`src/rtl/e203_exu_flush_sched_pkg.sv`:
```
// Shared types for the EXU flush/halt scheduler.
// State encodings and index-width helper.
package e203_exu_flush_sched_pkg;

   localparam int FLUSH_REQ_NUM = 2;
   localparam int FLUSH_PC_SIZE = 32;

   typedef enum logic [1:0] {
      FSCH_IDLE  = 2'd0,
      FSCH_FLUSH = 2'd1,
      FSCH_HALT  = 2'd2
   } fsch_state_e;

   function automatic int idx_w(input int n);
      return (n > 1) ? $clog2(n) : 1;
   endfunction

endpackage

```
`src/rtl/e203_exu_flush_prio.sv`:
```
// Fixed-priority picker: lowest set request wins.
// Produces a one-hot grant and its binary index.
module e203_exu_flush_prio
   import e203_exu_flush_sched_pkg::*;
#(
   parameter int NREQ = FLUSH_REQ_NUM,
   parameter int IW   = idx_w(FLUSH_REQ_NUM)
) (
   input  logic [NREQ-1:0] req,
   output logic [NREQ-1:0] gnt,
   output logic [IW-1:0]   idx,
   output logic            any
);

   always_comb begin
      gnt = '0;
      idx = '0;
      any = 1'b0;
      for (int i = 0; i < NREQ; i++) begin
         if (req[i] && !any) begin
            gnt[i] = 1'b1;
            idx    = IW'(i);
            any    = 1'b1;
         end
      end
   end

endmodule

```
`src/rtl/e203_exu_flush_sched.sv`:
```
// Arbitrates the IFU flush port between flush requesters
// and the WFI halt request; flush wins over halt.
module e203_exu_flush_sched
   import e203_exu_flush_sched_pkg::*;
#(
   parameter int NREQ    = FLUSH_REQ_NUM,
   parameter int PC_SIZE = FLUSH_PC_SIZE
) (
   input  logic                    clk,
   input  logic                    rst_n,
   input  logic [NREQ-1:0]         src_req,
   output logic [NREQ-1:0]         src_ack,
   input  logic [NREQ*PC_SIZE-1:0] src_op1,
   input  logic [NREQ*PC_SIZE-1:0] src_op2,
   input  logic [NREQ*PC_SIZE-1:0] src_pc,
   output logic                    pipe_flush_req,
   input  logic                    pipe_flush_ack,
   output logic [PC_SIZE-1:0]      pipe_flush_add_op1,
   output logic [PC_SIZE-1:0]      pipe_flush_add_op2,
   output logic [PC_SIZE-1:0]      pipe_flush_pc,
   output logic                    flush_pulse,
   input  logic                    halt_req,
   output logic                    halt_ifu_req,
   input  logic                    halt_ifu_ack,
   output logic                    halt_active
);

   localparam int IW = idx_w(NREQ);

   fsch_state_e     state_q, state_d;
   logic [IW-1:0]   gnt_idx_q, gnt_idx_d;
   logic [NREQ-1:0] pick_oh;
   logic [NREQ-1:0] lock_oh;
   logic [NREQ-1:0] sel_oh;
   logic [IW-1:0]   pick_idx;
   logic            pick_any;

   e203_exu_flush_prio #(
      .NREQ (NREQ),
      .IW   (IW)
   ) u_prio (
      .req (src_req),
      .gnt (pick_oh),
      .idx (pick_idx),
      .any (pick_any)
   );

   always_comb begin
      lock_oh = '0;
      for (int i = 0; i < NREQ; i++) begin
         lock_oh[i] = (gnt_idx_q == IW'(i));
      end
   end

   always_comb begin
      state_d        = state_q;
      gnt_idx_d      = gnt_idx_q;
      pipe_flush_req = 1'b0;
      src_ack        = '0;
      sel_oh         = '0;
      unique case (state_q)
         FSCH_IDLE: begin
            if (pick_any) begin
               pipe_flush_req = 1'b1;
               sel_oh         = pick_oh;
               if (pipe_flush_ack) begin
                  src_ack = pick_oh;
               end else begin
                  gnt_idx_d = pick_idx;
                  state_d   = FSCH_FLUSH;
               end
            end else if (halt_req) begin
               state_d = FSCH_HALT;
            end
         end
         // Grant stays locked until ack, even against idx 0
         FSCH_FLUSH: begin
            pipe_flush_req = 1'b1;
            sel_oh         = lock_oh;
            if (pipe_flush_ack) begin
               src_ack = lock_oh;
               state_d = FSCH_IDLE;
            end
         end
         FSCH_HALT: begin
            if (!halt_req || src_req[0]) begin
               state_d = FSCH_IDLE;
            end
         end
         default: begin
            state_d = FSCH_IDLE;
         end
      endcase
   end

   always_comb begin
      pipe_flush_add_op1 = '0;
      pipe_flush_add_op2 = '0;
      pipe_flush_pc      = '0;
      for (int i = 0; i < NREQ; i++) begin
         pipe_flush_add_op1 |= src_op1[i*PC_SIZE +: PC_SIZE]
                             & {PC_SIZE{sel_oh[i]}};
         pipe_flush_add_op2 |= src_op2[i*PC_SIZE +: PC_SIZE]
                             & {PC_SIZE{sel_oh[i]}};
         pipe_flush_pc      |= src_pc[i*PC_SIZE +: PC_SIZE]
                             & {PC_SIZE{sel_oh[i]}};
      end
   end

   always_ff @(posedge clk or negedge rst_n) begin
      if (!rst_n) begin
         state_q   <= FSCH_IDLE;
         gnt_idx_q <= '0;
      end else begin
         state_q   <= state_d;
         gnt_idx_q <= gnt_idx_d;
      end
   end

   assign halt_ifu_req = (state_q == FSCH_HALT);
   assign flush_pulse  = pipe_flush_req & pipe_flush_ack;
   assign halt_active  = halt_ifu_req & halt_ifu_ack;

   a_req_held: assert property (@(posedge clk) disable iff (!rst_n)
      (state_q == FSCH_FLUSH) |-> src_req[gnt_idx_q]);

   a_onehot0: assert property (@(posedge clk) disable iff (!rst_n)
      $onehot0({halt_ifu_req, pipe_flush_req}));

endmodule

```
`config.mk`:
```
export PLATFORM = sky130hd
export DESIGN_NAME = e203_exu_flush_sched
export DESIGN_NICKNAME = d
export VERILOG_FILES = /design/src/rtl/e203_exu_flush_sched_pkg.sv /design/src/rtl/e203_exu_flush_prio.sv /design/src/rtl/e203_exu_flush_sched.sv
export SDC_FILE = /design/constraint.sdc
export NUM_CORES = 1
export LEC_CHECK = 0
export CAP_MARGIN = 10
export CORE_AREA = 3 3 116 118
export CTS_BUF_LIST = sky130_fd_sc_hd__clkbuf_4
export DETAILED_ROUTE_END_ITERATION = 8
export DIE_AREA = 0 0 119 121
export PLACE_DENSITY = 0.56
export SLEW_MARGIN = 15
export SYNTH_ARGS = -nofsm -noshare
export SYNTH_HDL_FRONTEND = slang
export SYNTH_SLANG_ARGS = --single-unit
export TNS_END_PERCENT = 30
```
`constraint.sdc`:
```
create_clock -name clk -period 4.38 [get_ports clk]
set_input_delay 0.657 -clock clk [delete_from_list [all_inputs] [get_ports clk]]
set_output_delay 0.657 -clock clk [all_outputs]
set_load 0.01 [all_outputs]
```
Word level (Yosys, flattened, before mapping). Cells that the tools add are included. Widths: inputs -> output; s select.

$add $sub $neg: 0. Multiply operators: 0. Div/mod/pow operators: 0. Magnitude comparators: 0. Equal/unequal tests: 6. Shift-type cells: 0. Muxes and demuxes: 17. Bitwise logic cells: 13. Reduce and logical (&&, ||, !) cells: 7.

Operator list (count): $and 32x32->32 (6); $or 32x32->32 (3); $mux 2 (9); $pmux 2 s2 (2); $ne 3x3->1 const B (2); $pmux 2 s3 (1); $mux 1 (4); $reduce_and 4->1 (1); $reduce_and 3->1 (1); $and 1x1->1 (2); $eq 2x1->1 const B (1); $eq 2x2->1 const B (1); $logic_not 1->1 (2); $logic_not 2->1 (1); $ne 2x1->1 const B (1); $ne 2x2->1 const B (1); $not 1->1 (2); $pmux 1 s2 (1); $logic_and 1x1->1 (1); $logic_or 1x1->1 (1).

Register bits: 3. Latch bits: 0. Memory bits (writable): 0. ROM bits: 0. Bits of input ports: 199. Output and inout bits: 102. Logic and storage cells: 45. Memories: 0.

Logic depth before layout (Yosys ltp).
Depth in word-level cells: 8. Gate-level depth with buffers: 5. Depth with buffers taken out: 3.

Hierarchy. From an unflattened synthesis, not the netlist that was laid out.

Cell total of the unflattened synthesis: 145. Area total of the unflattened synthesis: 1249.9 um^2.

By module, submodules not included: e203_exu_flush_sched (times used 1, cells an instance 141, area an instance 1222.4 um^2, sequential area each 75.1 um^2); e203_exu_flush_prio (times used 1, cells an instance 4, area an instance 27.5 um^2, sequential area each 0.0 um^2).

Worst setup path after synthesis. OpenSTA, ideal clock, no wires.

Kind: input port to output port. From: input src_req[0]. To: output pipe_flush_add_op2[22]. Data arrival time: 1700 ps. Data required time: 3723 ps. Path slack: 2023 ps. Cell stages on the path: 5. Path buffers: 2. Cell sequence: or3b_4 > a21oi_4 > buf_4 > buf_6 > a22o_1.

Cells in the longest elaborated chain, start to end: 8. Elaborated cells between the ends (all ways): 10. Those cells by class: 5 x mux; 3 x bitwise; 2 x reduce/logical.

Ends and longest elaborated chain: from (decl) (line e203_exu_flush_sched.sv:11) `input logic [NREQ-1:0] src_req,`; $mux 1 (*) (line e203_exu_flush_prio.sv:20) `if (req[i] && !any) begin`; $logic_not 1->1 (line e203_exu_flush_prio.sv:20); $logic_and 1x1->1 (line e203_exu_flush_prio.sv:20); $mux 1 (line e203_exu_flush_prio.sv:20); $mux 2 (*) (line e203_exu_flush_sched.sv:63) `if (pick_any) begin`; $pmux 2 s2 (*) (line e203_exu_flush_sched.sv:61) `unique case (state_q)`; $and 32x32->32 (line e203_exu_flush_sched.sv:104) `& {PC_SIZE{sel_oh[i]}};`; $or 32x32->32 (*) (line e203_exu_flush_sched.sv:103) `pipe_flush_add_op2 |= src_op2[i*PC_SIZE +: PC_SIZE]`; to (decl) (line e203_exu_flush_sched.sv:19) `output logic [PC_SIZE-1:0] pipe_flush_add_op2,`.

Every way passes the cells marked *; elsewhere a longest branch is shown, timed or not.

Worst setup path after layout.
From: input src_req[1]. To: output pipe_flush_pc[30].

Cells in the longest elaborated chain, start to end: 6. Elaborated cells between the ends (all ways): 8. Those cells by class: 4 x mux; 3 x bitwise; 1 x reduce/logical.

Ends and longest elaborated chain: $logic_and 1x1->1 (*) (line e203_exu_flush_prio.sv:20); $mux 1 (line e203_exu_flush_prio.sv:20); $mux 2 (*) (line e203_exu_flush_sched.sv:63); $pmux 2 s2 (*) (line e203_exu_flush_sched.sv:61); $and 32x32->32 (line e203_exu_flush_sched.sv:106) `& {PC_SIZE{sel_oh[i]}};`; $or 32x32->32 (*) (line e203_exu_flush_sched.sv:105) `pipe_flush_pc |= src_pc[i*PC_SIZE +: PC_SIZE]`; to (decl) (line e203_exu_flush_sched.sv:20) `output logic [PC_SIZE-1:0] pipe_flush_pc,`.

Marks and branches as above.

==> metrics.cfg <==
[outcome]
outcome = completed

[place]
gp_congestion = 0.811
post-dp-hpwl_um = 8370
dp.cells = 595
port-buffer-count = 300
dpl_worst_slack_ps = 656

[die]
die_w_um = 119
start_util_pct = 9.32
io-pin-count = 301
die_y_um = 121
rows = 41
core_area_um2 = 12600
die_area_um2 = 14400

[drt]
vias_per_cell = 4.13
top_layer = met4
totalWireLength_um = 9840
ant_nets = 0
wl_met2_um = 4990
firstDrtPassIters = 4
num_vias = 2474
drt_iter0_drc = 114
drc = 0
wl_met3_um = 909
wire_per_inst_um = 16.4
wl_met1_um = 3830

[logic_synthesis]
synth-seq-area-share_pct = 6.41
synth_common_cells = a22o_1 (96), clkbuf_1 (9), buf_2 (6)
synth-edff-count = 0
yosysMostFrequentCell = a22o_1
netlist_area_um2 = 1170
ys_seq_elements = 3
synth_fp_nets = 339
synthTopCellsByArea = a22o_1 (72%), dfrtp_1 (6.4%), buf_6 (3.8%)
synthCells = 140
synth_top_cell_by_area = a22o_1
synthArstFlopShare_pct = 100
ys_dominant_reg_cell = dfrtp_1
yosysWarnings = 0
syn_avg_cell_area_um2 = 8.37
yosysUniqueCellTypes = 18
yosysTopAreaCellShare_pct = 71.8

[sta]
rsz0062_at_grt = no
hold_violations = 0
max-slew-margin-rel_pct = 63.5
slew_violations = 0
fin_tns_setup_ps = 0
fin_skew_ps = 0.259
fmax_mhz = 267
setup_viol = 0
finalCriticalPeriod_ps = 3740
setup_ws_ps = 636
tightest_slew_ps = 547
fin_crit_sh_pct = 85.5

[critical_path]
slowest_delay_ps = 560
timing.critical_path.to_type = primary output
slowest_stage = clkdlybuf4s50_1
crit_fanout = 52
worstPathCellList = clkdlybuf4s50_1 -> or3b_4 -> a21oi_4 -> buf_4 -> a22o_1 -> clkdlybuf4s50_1
crit_type = in -> out
critPathLaunchType = input port
arrival_ps = 3090
required_ps = 3720
crit_top_cell = clkdlybuf4s50_1

[clock_network]
cts.htree.levels = 1
holdBufCountCts = 0
cts_root_buf = clkbuf_4
cts_setup_buffers = 0
clk_path_buf_depth = 2
cts.sinks = 3
worstSkewPairLatency_ps = 240
cts_made_buffers = 3
cts_tree = built
ctsResizeCount = 0
path_clk_slew_ps = 40

[run]
cap_violations = 0

[layout]
stdcell_count = 599
area_growth_pct = 270
antenna_cells = 0
drive_gt1_share_pct = 2.58
nets = 627

[power]
power.density_nw_per_um2 = 193
ir_drop_v = 0.000132
p_total_mw = 0.835
leakagePower_nw = 1.63

[global_routing]
grt_pass1_vias = 2542
grt_pass1_wl_um = 14100
overflow = 0
grt_use_total_pct = 12.0
antenna_found_initial = 0
grt_max_degree = 53

[min_path]
hold_class = reg -> reg

## report_power, final
part	internal, mW	switching (mW)	total [mW]
clock	0.0404	0.0155	0.0559
sequential	0.0308	0.00398	0.0347
combinational	0.472	0.272	0.744
total	0.543	0.291	0.835
## final cells by class
class                      count  area, µm²
multi-input combinational    116        980
fill                        1311       8240
clock buffer                   4       30.0
sequential                     3       75.1
timing repair buffer         304       3030
tap                          172        215
## per-layer routing
layer,vias up,track usage [%]
met5,-,0
met4,0,1.59
met3,14,3.22
met2,152,21.7
met1,1130,14.6
li1,1178,-
## worst max-delay path, delay by kind of cell
kind	cells	cell delay, ps
AOI/OAI and AO/OA	2	450
buffers and inverters	3	1530
and+or+nand+nor	1	410
## flip-flops by register name, indices dropped and copies added (netlist names)
name       flops
gnt_idx_q      1
state_q        2
## cells in the final DEF (no fill, tap or decap), types with 3 or more instances in the layout
cell type        synthesis  routed
clkbuf_4                 0       4
nand2b_1                 3       3
a21oi_1                  3       3
buf_4                    2       4
nor3_1                   3       3
a22o_1                  96      96
clkdlybuf4s50_1          0     300
dfrtp_1                  3       3
## worst paths after layout
check / startpoint / slack (ps) / cells after the start / to
setup / recovery: src_req[1] / 640 / 6 / pipe_flush_pc[30]
hold / removal: gnt_idx_q$_DFFE_PN0P_ / 590 / 2 / gnt_idx_q$_DFFE_PN0P_
setup reg to reg: state_q[1]$_DFFE_PN0P_ / 3260 / 3 / gnt_idx_q$_DFFE_PN0P_
hold reg to reg: gnt_idx_q$_DFFE_PN0P_ / 590 / 2 / gnt_idx_q$_DFFE_PN0P_
max in group asynchronous: rst_n / 3620 / 1 / state_q[1]$_DFFE_PN0P_
min in group asynchronous: rst_n / 610 / 1 / gnt_idx_q$_DFFE_PN0P_
## cell families after synthesis
family | Yosys count | synth area share, %
compound gates | 102 | 75.9
buf+inv | 21 | 10.6
simple gates | 14 | 7.16
flops | 3 | 6.41
## through the flow
step	utilization (%)	hold slack (ps)	cell area, µm²
floorplan	-	361	1170
global placement	34.2	568	4300
detailed placement	34.2	592	4300
CTS	34.5	603	4330
global route	34.5	616	4330
finish	34.5	587	4330
Power figures use the tool's default switching activity.
